File: config.mk
export PLATFORM = sky130hd
export DESIGN_NAME = bcd_sync_updn_cntr
export DESIGN_NICKNAME = d
export VERILOG_FILES = /design/src/rtl/bcd_cntr_pkg.sv /design/src/rtl/bcd_digit.sv /design/src/rtl/bcd_sync_updn_cntr.sv
export SDC_FILE = /design/constraint.sdc
export NUM_CORES = 1
export LEC_CHECK = 0
export ABC_AREA = 1
export CAP_MARGIN = 20
export CORE_UTILIZATION = 51
export CTS_CLUSTER_SIZE = 30
export DETAILED_ROUTE_END_ITERATION = 10
export PLACE_DENSITY = 0.8
export SYNTH_ARGS = -nofsm -noshare
export SYNTH_HDL_FRONTEND = slang
export SYNTH_SLANG_ARGS = --single-unit
File: constraint.sdc
create_clock -name clk -period 1.6 [get_ports clk]
set_input_delay 0.32 -clock clk [delete_from_list [all_inputs] [get_ports clk]]
set_output_delay 0.32 -clock clk [all_outputs]
set_load 0.05 [all_outputs]
File: src/rtl/bcd_cntr_pkg.sv
// rtl/bcd_cntr_pkg.sv - shared digit constants and load clamp helper for the BCD counter
package bcd_cntr_pkg;

  localparam int unsigned DIG_W = 4;
  localparam logic [DIG_W-1:0] DIG_MAX = 4'd9;
  localparam logic [DIG_W-1:0] DIG_MIN = 4'd0;

  // Codes 10..15 are not BCD; they are pulled down to the largest legal digit.
  function automatic logic [DIG_W-1:0] clamp_digit(input logic [DIG_W-1:0] d);
    return (d > DIG_MAX) ? DIG_MAX : d;
  endfunction

endpackage

File: src/rtl/bcd_digit.sv
// rtl/bcd_digit.sv - one BCD digit register with clear, load, increment and decrement
module bcd_digit
  import bcd_cntr_pkg::*;
(
  input  logic             clk,
  input  logic             rstn,
  input  logic             clr,
  input  logic             load,
  input  logic [DIG_W-1:0] load_val,
  input  logic             inc,
  input  logic             dec,
  output logic [DIG_W-1:0] q,
  output logic             is_max,
  output logic             is_min
);

  logic [DIG_W-1:0] q_q;
  logic [DIG_W-1:0] q_d;

  assign q      = q_q;
  assign is_max = (q_q == DIG_MAX);
  assign is_min = (q_q == DIG_MIN);

  // Next digit value: clear beats load beats a step; 9 and 0 wrap into each other.
  always_comb begin
    q_d = q_q;
    if (clr) begin
      q_d = DIG_MIN;
    end else if (load) begin
      q_d = clamp_digit(load_val);
    end else if (inc) begin
      q_d = is_max ? DIG_MIN : q_q + 4'd1;
    end else if (dec) begin
      q_d = is_min ? DIG_MAX : q_q - 4'd1;
    end
  end

  // Digit storage, cleared asynchronously by reset.
  always_ff @(posedge clk or negedge rstn) begin
    if (!rstn) begin
      q_q <= DIG_MIN;
    end else begin
      q_q <= q_d;
    end
  end

endmodule

File: src/rtl/bcd_sync_updn_cntr.sv
// rtl/bcd_sync_updn_cntr.sv - NDIG-digit synchronous BCD up/down counter; BCD_CNTR_SAT_EN selects saturation instead of wrap
module bcd_sync_updn_cntr
  import bcd_cntr_pkg::*;
#(
  parameter int unsigned NDIG = 3
) (
  input  logic                  clk,
  input  logic                  rstn,
  input  logic                  clr,
  input  logic                  load,
  input  logic [DIG_W*NDIG-1:0] load_val,
  input  logic                  cnt_en,
  input  logic                  up_dn,
  output logic [DIG_W*NDIG-1:0] count,
  output logic                  tc,
  output logic                  ovf,
  output logic                  load_err
);

  logic [NDIG-1:0] is_max;
  logic [NDIG-1:0] is_min;
  logic [NDIG-1:0] inc;
  logic [NDIG-1:0] dec;
  logic [NDIG-1:0] digit_bad;
  // carry[i] / borrow[i]: every digit below i sits at 9 / at 0.
  logic [NDIG:0]   carry;
  logic [NDIG:0]   borrow;
  logic            all_max;
  logic            all_min;
  logic            step_up;
  logic            step_dn;

  logic ovf_q, ovf_d;
  logic load_err_q, load_err_d;

  assign carry[0]  = 1'b1;
  assign borrow[0] = 1'b1;
  assign all_max   = carry[NDIG];
  assign all_min   = borrow[NDIG];

  assign tc = cnt_en & (up_dn ? all_max : all_min);

`ifdef BCD_CNTR_SAT_EN
  // At the end of range the step is suppressed so every digit holds.
  assign step_up = cnt_en &  up_dn & ~all_max;
  assign step_dn = cnt_en & ~up_dn & ~all_min;
`else
  assign step_up = cnt_en &  up_dn;
  assign step_dn = cnt_en & ~up_dn;
`endif

  for (genvar i = 0; i < NDIG; i++) begin : g_dig
    assign carry[i+1]   = carry[i]  & is_max[i];
    assign borrow[i+1]  = borrow[i] & is_min[i];
    assign inc[i]       = step_up & carry[i];
    assign dec[i]       = step_dn & borrow[i];
    assign digit_bad[i] = (load_val[DIG_W*i +: DIG_W] > DIG_MAX);

    bcd_digit u_digit (
      .clk      (clk),
      .rstn     (rstn),
      .clr      (clr),
      .load     (load),
      .load_val (load_val[DIG_W*i +: DIG_W]),
      .inc      (inc[i]),
      .dec      (dec[i]),
      .q        (count[DIG_W*i +: DIG_W]),
      .is_max   (is_max[i]),
      .is_min   (is_min[i])
    );
  end

  // Sticky overflow set by an end-of-range step; load_err pulses only on a clamping load.
  always_comb begin
    ovf_d      = ovf_q;
    load_err_d = 1'b0;
    if (clr) begin
      ovf_d = 1'b0;
    end else if (load) begin
      load_err_d = |digit_bad;
    end else if (tc) begin
      ovf_d = 1'b1;
    end
  end

  // Status flag registers.
  always_ff @(posedge clk or negedge rstn) begin
    if (!rstn) begin
      ovf_q      <= 1'b0;
      load_err_q <= 1'b0;
    end else begin
      ovf_q      <= ovf_d;
      load_err_q <= load_err_d;
    end
  end

  assign ovf      = ovf_q;
  assign load_err = load_err_q;

endmodule

; ---- After elaboration in Yosys (flattened, before gate mapping)
; Index checks and enable logic that the tools add are counted.
[totals]
wordCells = 66
register_bits = 14
[op_classes]
magnitude_cmp = 3
n_eq_ne = 4
n_addsub = 6
bitwise_logic = 12
mux = 27
reduce_logical = 9
[op_table]
columns = cell, n
row1 = 4-bit two-way mux, 21
row2 = "4-bit by 1-bit adder with 4-bit output, second input constant", 3
row3 = "4-bit equality test, second input constant", 3
row4 = "4-bit > comparator, second input constant", 3
row5 = 4-bit zero test, 3
row6 = 4-bit nonzero test, 3
row7 = "4-bit by 1-bit subtractor with 4-bit output, second input constant", 3
row8 = 1-bit bitwise AND, 11
row9 = 1-bit two-way mux, 6
row10 = 3-bit OR reduction, 1
row11 = "2-bit inequality test, second input constant", 1
row12 = 2-bit AND reduction, 1
row13 = 2-bit nonzero test, 1
row14 = 1-bit inverter, 1

; ---- Logic depth before layout (Yosys ltp)
; Gate-level depths: netlist of the first run.
[logic_depth]
word_depth = 8
mapped_depth = 10

; ---- Hierarchy
; From an unflattened synthesis of the first run, not the netlist that was laid out.
[unflattened]
hier_cells = 222
area_unflattened_um2 = 1244.9
[by_module_without_submodules]
columns = module, seq_area_each_um2, instances, area_per_inst_um2, cells_per_inst
row1 = bcd_digit, 100.1, 3, 352.8, 64
row2 = bcd_sync_updn_cntr, 50.0, 1, 186.4, 30

; ---- Worst setup path after synthesis of the first run
; Ideal clock, no wire load.
[synth_path]
path_kind = reg2out
start = register g_dig[0].u_digit.q_q[1]
end = output port tc
path_slack_ps = -536
t_arrival_ps = 1816
stages_incl_launch_ff = 7
cell_sequence = dfrtp_1 -> inv_1 -> ha_1 -> nand2_2 -> nor2_4 -> nand3_4 -> o21ai_2
[synth_via]
elab_chain_cells = 5
[synth_rtl]
columns = element, line
row1 = start: declaration, bcd_digit.sv:17  ; logic [DIG_W-1:0] q_q;
row2 = start signal: assignment, bcd_digit.sv:43  ; q_q <= q_d;
row3 = 4-bit equality test or 4-bit zero test (tied branches), "bcd_digit.sv:21, bcd_digit.sv:22"
row4 = 1-bit bitwise AND (on tied branches) (2 in a row), "bcd_sync_updn_cntr.sv:53, bcd_sync_updn_cntr.sv:54"
row5 = 1-bit two-way mux *, bcd_sync_updn_cntr.sv:41  ; assign tc = cnt_en & (up_dn ? all_max : all_min);
row6 = 1-bit bitwise AND *, bcd_sync_updn_cntr.sv:41
row7 = end: declaration, bcd_sync_updn_cntr.sv:15  ; output logic tc,
; Mark *: on every way between the ends. The rest lies on a longest branch, timed or not.

; ---- Final worst setup path of the first run
[layout_path]
start = register g_dig[1].u_digit.q_q[0]
end = output port tc
[layout_via]
elab_chain_cells = 5
[layout_rtl]
columns = element, line
row1 = start: declaration, bcd_digit.sv:17
row2 = start signal: assignment, bcd_digit.sv:43
row3 = 4-bit equality test or 4-bit zero test (tied branches), "bcd_digit.sv:21, bcd_digit.sv:22"
row4 = 1-bit bitwise AND (on tied branches) (2 in a row), "bcd_sync_updn_cntr.sv:53, bcd_sync_updn_cntr.sv:54"
row5 = 1-bit two-way mux *, bcd_sync_updn_cntr.sv:41
row6 = 1-bit bitwise AND *, bcd_sync_updn_cntr.sv:41
; Marked as above.

==> impl_metrics.py, run 1 <==
metrics = {
    "layout": {
        "n_antenna_cell": 0,
        "post-route-util_pct": 91.5,
        "seq_area_sq_um": 359,
        "fin_nets": 347,
        "multiInputGateArea_sq_mm": 0.00118,
        "syn2layout_area_growth_pct": 66.9,
        "nFillCells": 109,
        "drive_above_1_share_pct": 42.9,
    },
    "clocking": {
        "h-tree-depth": 1,
        "cts.clk_slew.worst_paths_ps": 120,
        "cts-buffers-inserted": 3,
        "cts.sinks": 14,
        "cts_tree": "built",
        "clk_latency_ps": 330,
        "hold_buffers": 0,
        "cts_buffer_depth": 2,
        "cts-root-buf": "clkbuf_4",
    },
    "drt": {
        "drtIter0Drc": 276,
        "antenna_left": 0,
        "first_pass_iters": 9,
        "vias_per_cell": 6.28,
        "via_count": 2187,
        "wl_microns": 7140,
        "wl_per_cell_microns": 20.5,
        "drc_errors": 2,
    },
    "place": {
        "dp_slack_ps": -234,
        "port_buffers": 32,
        "place_congestion": 0.930,
        "dp_hpwl_microns": 3720,
    },
    "pwr": {
        "vdd_drop_max_uv": 602,
        "p_clk_share_pct": 15.2,
        "seqPwrFrac_pct": 22.0,
        "power_switching_uw": 947,
        "p_leak_uw": 0.00129,
        "switching_share_pct": 46.7,
        "intPower_uw": 1080,
        "power_density_mw_per_mm2": 784,
        "p_comb_share_pct": 62.7,
        "power_uw": 2030,
    },
    "sta": {
        "maxSlewViolCount": 0,
        "period_share_pct": 125,
        "clock.fmax_mhz": 500,
        "fin_crit_ps": 2000,
        "tightestPinTransition_ps": 309,
        "setup_slack_ps": -399,
        "hold_violations": 0,
        "slew_headroom_pct": 79.2,
        "finalClockSkew_ps": 15.7,
        "finalSetupViolations": 8,
        "rsz0062_at_grt": "yes",
    },
    "flow_run": {
        "drv_cap": 0,
    },
    "setup_path": {
        "cp-end-kind": "output pin",
        "reg2reg_slack_ps": -100,
        "arrival_ps": 1680,
        "cp_data_required_time_ps": 1280,
        "critPathKind": "flop to output pin",
        "worst-path-max-fanout": 4,
        "cp-start-kind": "flop",
    },
    "grt": {
        "grt_pass1_wl_microns": 8970,
        "antenna_found_initial": 0,
        "grt_usage_pct": 36.0,
        "grt_remaining_overflow": 0,
        "grt_max_degree": 15,
        "grt_pass1_vias": 2027,
    },
    "floorplanning": {
        "ios": 33,
        "core_area_sq_mm": 0.00283,
        "rows": 19,
        "die_h_microns": 57.1,
        "die_area_sq_mm": 0.00326,
        "die_x_microns": 57.1,
        "initial_utilization_pct": 54.8,
    },
    "synth": {
        "synthTopCellsByArea": "dfrtp_1 23%, nand2_1 13%, nand3_1 9.7%, ha_1 8.9%, inv_1 7.3%",
        "synth.most_common_cell": "nand2_1",
        "yosysTopAreaCellShare_pct": 22.6,
        "ys_warn_count": 0,
        "ys_async_sr_fraction_pct": 100,
        "synth_seq_cells": 14,
        "synth-edff-count": 0,
        "syn_nets": 261,
        "yosysUniqueCellTypes": 28,
        "yosysTopAreaCell": "dfrtp_1",
        "synthFlopType": "dfrtp_1",
        "synth_commonest_cells": "54 x nand2_1, 30 x inv_1, 30 x nand3_1",
        "synthCells": 232,
        "syn-cell-area_sq_mm": 0.00155,
        "avgSynthCellArea_sq_um": 6.68,
        "yosysSeqAreaShare_pct": 22.6,
    },
    "outcome": {
        "status": "finished, violations left",
        "violations": "DRC, setup timing",
    },
    "worst_hold_path": {
        "holdCritPathClass": "input port to asynchronous set/reset pin",
    },
}
-- power groups by stage --
stage | registers [uW] | logic [uW] | clock network, uW
6_report | 447 | 1270 | 309
5_1_grt | 449 | 1330 | 317
4_1_cts | 439 | 1120 | 275
3_5_place_dp | 445 | 1080 | 0
3_3_place_gp | 444 | 1050 | 0
2_1_floorplan | 599 | 411 | 0
-- worst max-delay path, stage by stage, from the launching register on --
cell and delay, ps:
dfrtp_2 480, inv_2 80, ha_2 210, nand3_2 100, inv_1 130, nand3_2 100, o21ai_4 90, buf_12 160
-- flip-flops by register name, indices dropped and copies added, names as in the netlist --
register / cells
ovf: 1
g_dig.u_digit.q: 12
load_err: 1
-- path summary, 6_finish.rpt --
check                                      startpoint               endpoint  depth (start not counted)
max in group asynchronous                        rstn  g_dig[2].u_digit.q[0]                          2
worst min register to register                    ovf                    ovf                          2
min in group clk                                  ovf                    ovf                          2
worst max-delay path            g_dig[1].u_digit.q[0]                     tc                          7
worst min-delay path                             rstn  g_dig[1].u_digit.q[0]                          2
worst max register to register  g_dig[0].u_digit.q[1]  g_dig[0].u_digit.q[3]                          9
-- metrics by stage --
| step | hold slack [ps] | std cells | instance area, sq um | setup TNS, ps |
|---|---|---|---|---|
| 2_1_floorplan | 24.4 | 232 | 1600 | -441 |
| 3_3_place_gp | 523 | 338 | 2410 | -1310 |
| 3_5_place_dp | 521 | 338 | 2410 | -1550 |
| 4_1_cts | 338 | 344 | 2490 | -294 |
| 5_1_grt | 307 | 348 | 2590 | -1470 |
| 6_report | 288 | 348 | 2590 | -731 |
-- cells in the final DEF, fill, tap and decap left out, types with 2 or more instances in the layout --
master and n:
dfrtp_1 7, a21oi_2 3, o21ai_1 3, inv_2 8, buf_12 13, clkdlybuf4s50_1 17, nand3_1 25, ha_4 3
inv_1 24, nand2_4 6, ha_2 4, nand3_2 6, nor2_4 5, nand3_4 3, ha_1 4, clkbuf_4 3
nand2_2 7, dfrtp_2 7, inv_4 3, nand2_1 52, or2_2 2, a21oi_1 8, xnor2_1 2, nand4_1 5
o211ai_1 2, nor2_8 2, nor2_2 6, buf_4 52, nor2_1 20, o21ai_0 9, xor2_1 2
-- repair_timing --
action,4_1_cts,5_1_grt
endpoints found under the setup margin,4,12
buffers inserted,2,4
pin swaps,3,4
gates resized for setup,11,20
-- routing by layer --
layer  track usage (%)  share of wire [%]  vias up  wire [microns]
met5                 0                  0        -               0
met4              22.0                9.1        0             649
met3              9.75                 12       87             887
met2              61.2                 43      216            3080
met1              40.1                 35      969            2520
li1                  -                  -      915               -
-- cell type report --
cell class	instances	area share, %
sequential	14	13.9
clock buffer	4	1.40
multi-input combinational	181	45.7
timing repair buffer	83	32.2
tap	31	1.50
inverter	35	5.37
-- cells by family after synthesis --
| logic type | Yosys count | share of synthesized area [%] |
|---|---|---|
| AOI/OAI and AO/OA | 27 | 9.93 |
| and+or+nand+nor | 139 | 46.7 |
| xor gates and xnor gates | 4 | 2.26 |
| DFF | 14 | 22.6 |
| adders and majority gates | 11 | 8.88 |
| buffers and inverters | 37 | 9.60 |
No activity file was read; power rests on OpenSTA's default activity.
==> run 2, diff against run 1 <==
CAP_MARGIN = default   (was 20)
==> results of run 2 <==
Final layout, timing and power as in run 1 (identical DEF).
==> run 3, diff against run 2 <==
CELL_PAD_IN_SITES_DETAIL_PLACEMENT = 1   (was default)
CELL_PAD_IN_SITES_GLOBAL_PLACEMENT = 1   (was default)
CORE_UTILIZATION = 36   (was 51)
CTS_CLUSTER_DIAMETER = 200   (was default)
PLACE_DENSITY = default   (was 0.8)
PLACE_DENSITY_LB_ADDON = 0.1   (was default)
==> run 3 against run 2 <==
First-iteration DRC count down 65%. Worst hold slack improved by 100 ps. Routed wire length rose by 13%. Via count shrank 5.5%. Critical path depth unchanged. Global-route usage decreased by 7.7 points. Die area increased by 40%. Combinational power up 3%. Final area is 7.1% higher. Maximum frequency up 3.3%. The flow finishes with violations (setup timing). Clock-buffer cell count did not move.
==> impl_metrics.py, run 3 (same netlist as run 1, synthesis figures left out) <==
metrics = {
    "outcome": {
        "status": "finished, violations left",
        "violations": "setup timing",
    },
    "floorplanning": {
        "die_h_microns": 67.6,
        "core_area_sq_mm": 0.00406,
        "die_area_sq_mm": 0.00457,
        "rows": 23,
        "ios": 33,
        "initial_utilization_pct": 38.2,
        "die_x_microns": 67.6,
    },
    "drt": {
        "drtIter0Drc": 97,
        "antenna_left": 0,
        "first_pass_iters": 4,
        "wl_microns": 8050,
        "wl_per_cell_microns": 21.4,
        "drc_errors": 0,
        "vias_per_cell": 5.49,
        "via_count": 2066,
    },
    "layout": {
        "syn2layout_area_growth_pct": 78.7,
        "layout_common_cells": "58 x buf_4, 49 x nand2_1, 23 x inv_1, 23 x nand3_1, 17 x nor2_1",
        "n_antenna_cell": 0,
        "postLayoutCellArea_sq_mm": 0.00277,
        "post-route-util_pct": 68.3,
        "largest_reg_flops": 12,
        "drive_above_1_share_pct": 46.6,
        "fin_nets": 356,
        "finalNonFillerCells": 376,
        "final_common_cell": "buf_4",
    },
    "place": {
        "port_buffers": 32,
        "dp_slack_ps": -297,
        "placedCellCount": 359,
        "dp_hpwl_microns": 4650,
        "place_congestion": 0.810,
        "dpl_cell_area_sq_mm": 0.00246,
    },
    "sta": {
        "maxSlewViolCount": 0,
        "hold_violations": 0,
        "finalSetupViolations": 11,
        "period_share_pct": 121,
        "finalClockSkew_ps": 2.49,
        "rsz0062_at_grt": "yes",
        "setup_slack_ps": -335,
        "setup_tns_ps": -1110,
        "slew_headroom_pct": 78.4,
        "fin_crit_ps": 1940,
        "clock.fmax_mhz": 517,
        "tightestPinTransition_ps": 321,
    },
    "setup_path": {
        "reg2reg_to": "g_dig[1].u_digit.q[0]",
        "cpPeakStageDelay_ps": 430,
        "rr_worst_depth": 10,
        "cpMaxStageDelayCell": "dfrtp_2",
        "crit_buf_inv": 2,
        "cp-start-kind": "flop",
        "worstPathCellList": "inv_4 > ha_4 > nand2_4 > nor2_4 > nand3_4 > o21ai_4 > buf_12",
        "critPathKind": "flop to output pin",
        "arrival_ps": 1620,
        "reg2reg_from": "g_dig[1].u_digit.q[1]",
        "path_delay_family": "flip-flops",
        "reg2reg_slack_ps": -140,
        "worst-path-max-fanout": 3,
        "cp-end-kind": "output pin",
        "cp_data_required_time_ps": 1280,
        "startpoint": "g_dig[1].u_digit.q[1]",
    },
    "clocking": {
        "cts.clk_slew.worst_paths_ps": 70,
        "clk_latency_ps": 260,
        "cts.sinks": 14,
        "cts-root-buf": "clkbuf_8",
        "cts_tree": "built",
        "cts_buffer_depth": 2,
        "cts-buffers-inserted": 3,
        "h-tree-depth": 1,
    },
    "grt": {
        "grt_remaining_overflow": 0,
        "grt_pass1_wl_microns": 9440,
        "grt_max_degree": 15,
        "antenna_found_initial": 0,
        "grt_usage_pct": 28.4,
        "grt_pass1_vias": 1965,
    },
    "pwr": {
        "p_leak_uw": 0.00137,
        "vdd_drop_max_uv": 552,
        "power_density_mw_per_mm2": 773,
    },
    "worst_hold_path": {
        "holdCritPathClass": "input port to asynchronous set/reset pin",
    },
    "flow_run": {
        "drv_cap": 0,
    },
}
[run 3: cell count changes in the layout (fill, tap and decap cells not counted), sizes merged]
cell           previous run  this run
dlygate4sd2               0         1
buf                      66        75
clkdlybuf4s50            17        16
[run 3: final cells by class]
cell class                 count  area, sq um
fill                         472         1290
multi-input combinational    181         1230
timing repair buffer          92          918
sequential                    14          359
inverter                      35          141
tap                           50         62.6
clock buffer                   4         55.1
[run 3: how the worst max path moves through the flow]
stage	cells after the start	to	slack (ps)
floorplan	6	tc	-250
detailed placement	6	tc	-300
CTS	7	tc	-270
global placement	6	tc	-180
finish	7	tc	-340
global route	7	tc	-370
[run 3: where the power goes]
group	switching, uW	leakage (uW)	internal (uW)	total (uW)
registers	64.5	0.000171	397	462
clock network	153	0.0000288	219	372
logic	742	0.00117	567	1310
total	959	0.00137	1180	2140
[run 3: metal layers]
metal / vias up / part of all wire [%] / GRT usage [%]
met5: - / 0 / 0
met4: 0 / 4.1 / 7.45
met3: 32 / 3.4 / 1.69
met2: 82 / 52 / 53.2
met1: 1018 / 41 / 34.3
li1: 934 / - / -
[run 3: through the flow]
| step | power [uW] | hold WS, ps |
|---|---|---|
| final | 2140 | 389 |
| after CTS | 1980 | 388 |
| after global placement | 1520 | 541 |
| after global routing | 2230 | 418 |
| after floorplan | 1010 | 24.4 |
| after detailed placement | 1560 | 549 |
[run 3: what timing repair did]
| item | CTS | global route |
|---|---|---|
| hold buffers | 0 | 0 |
| setup buffers | 8 | 9 |
| hold endpoints to repair | 0 | 0 |
| gates cloned | 0 | 0 |
| setup endpoints to repair | 5 | 11 |
| pin swaps | 9 | 16 |
| resized for setup | 21 | 24 |
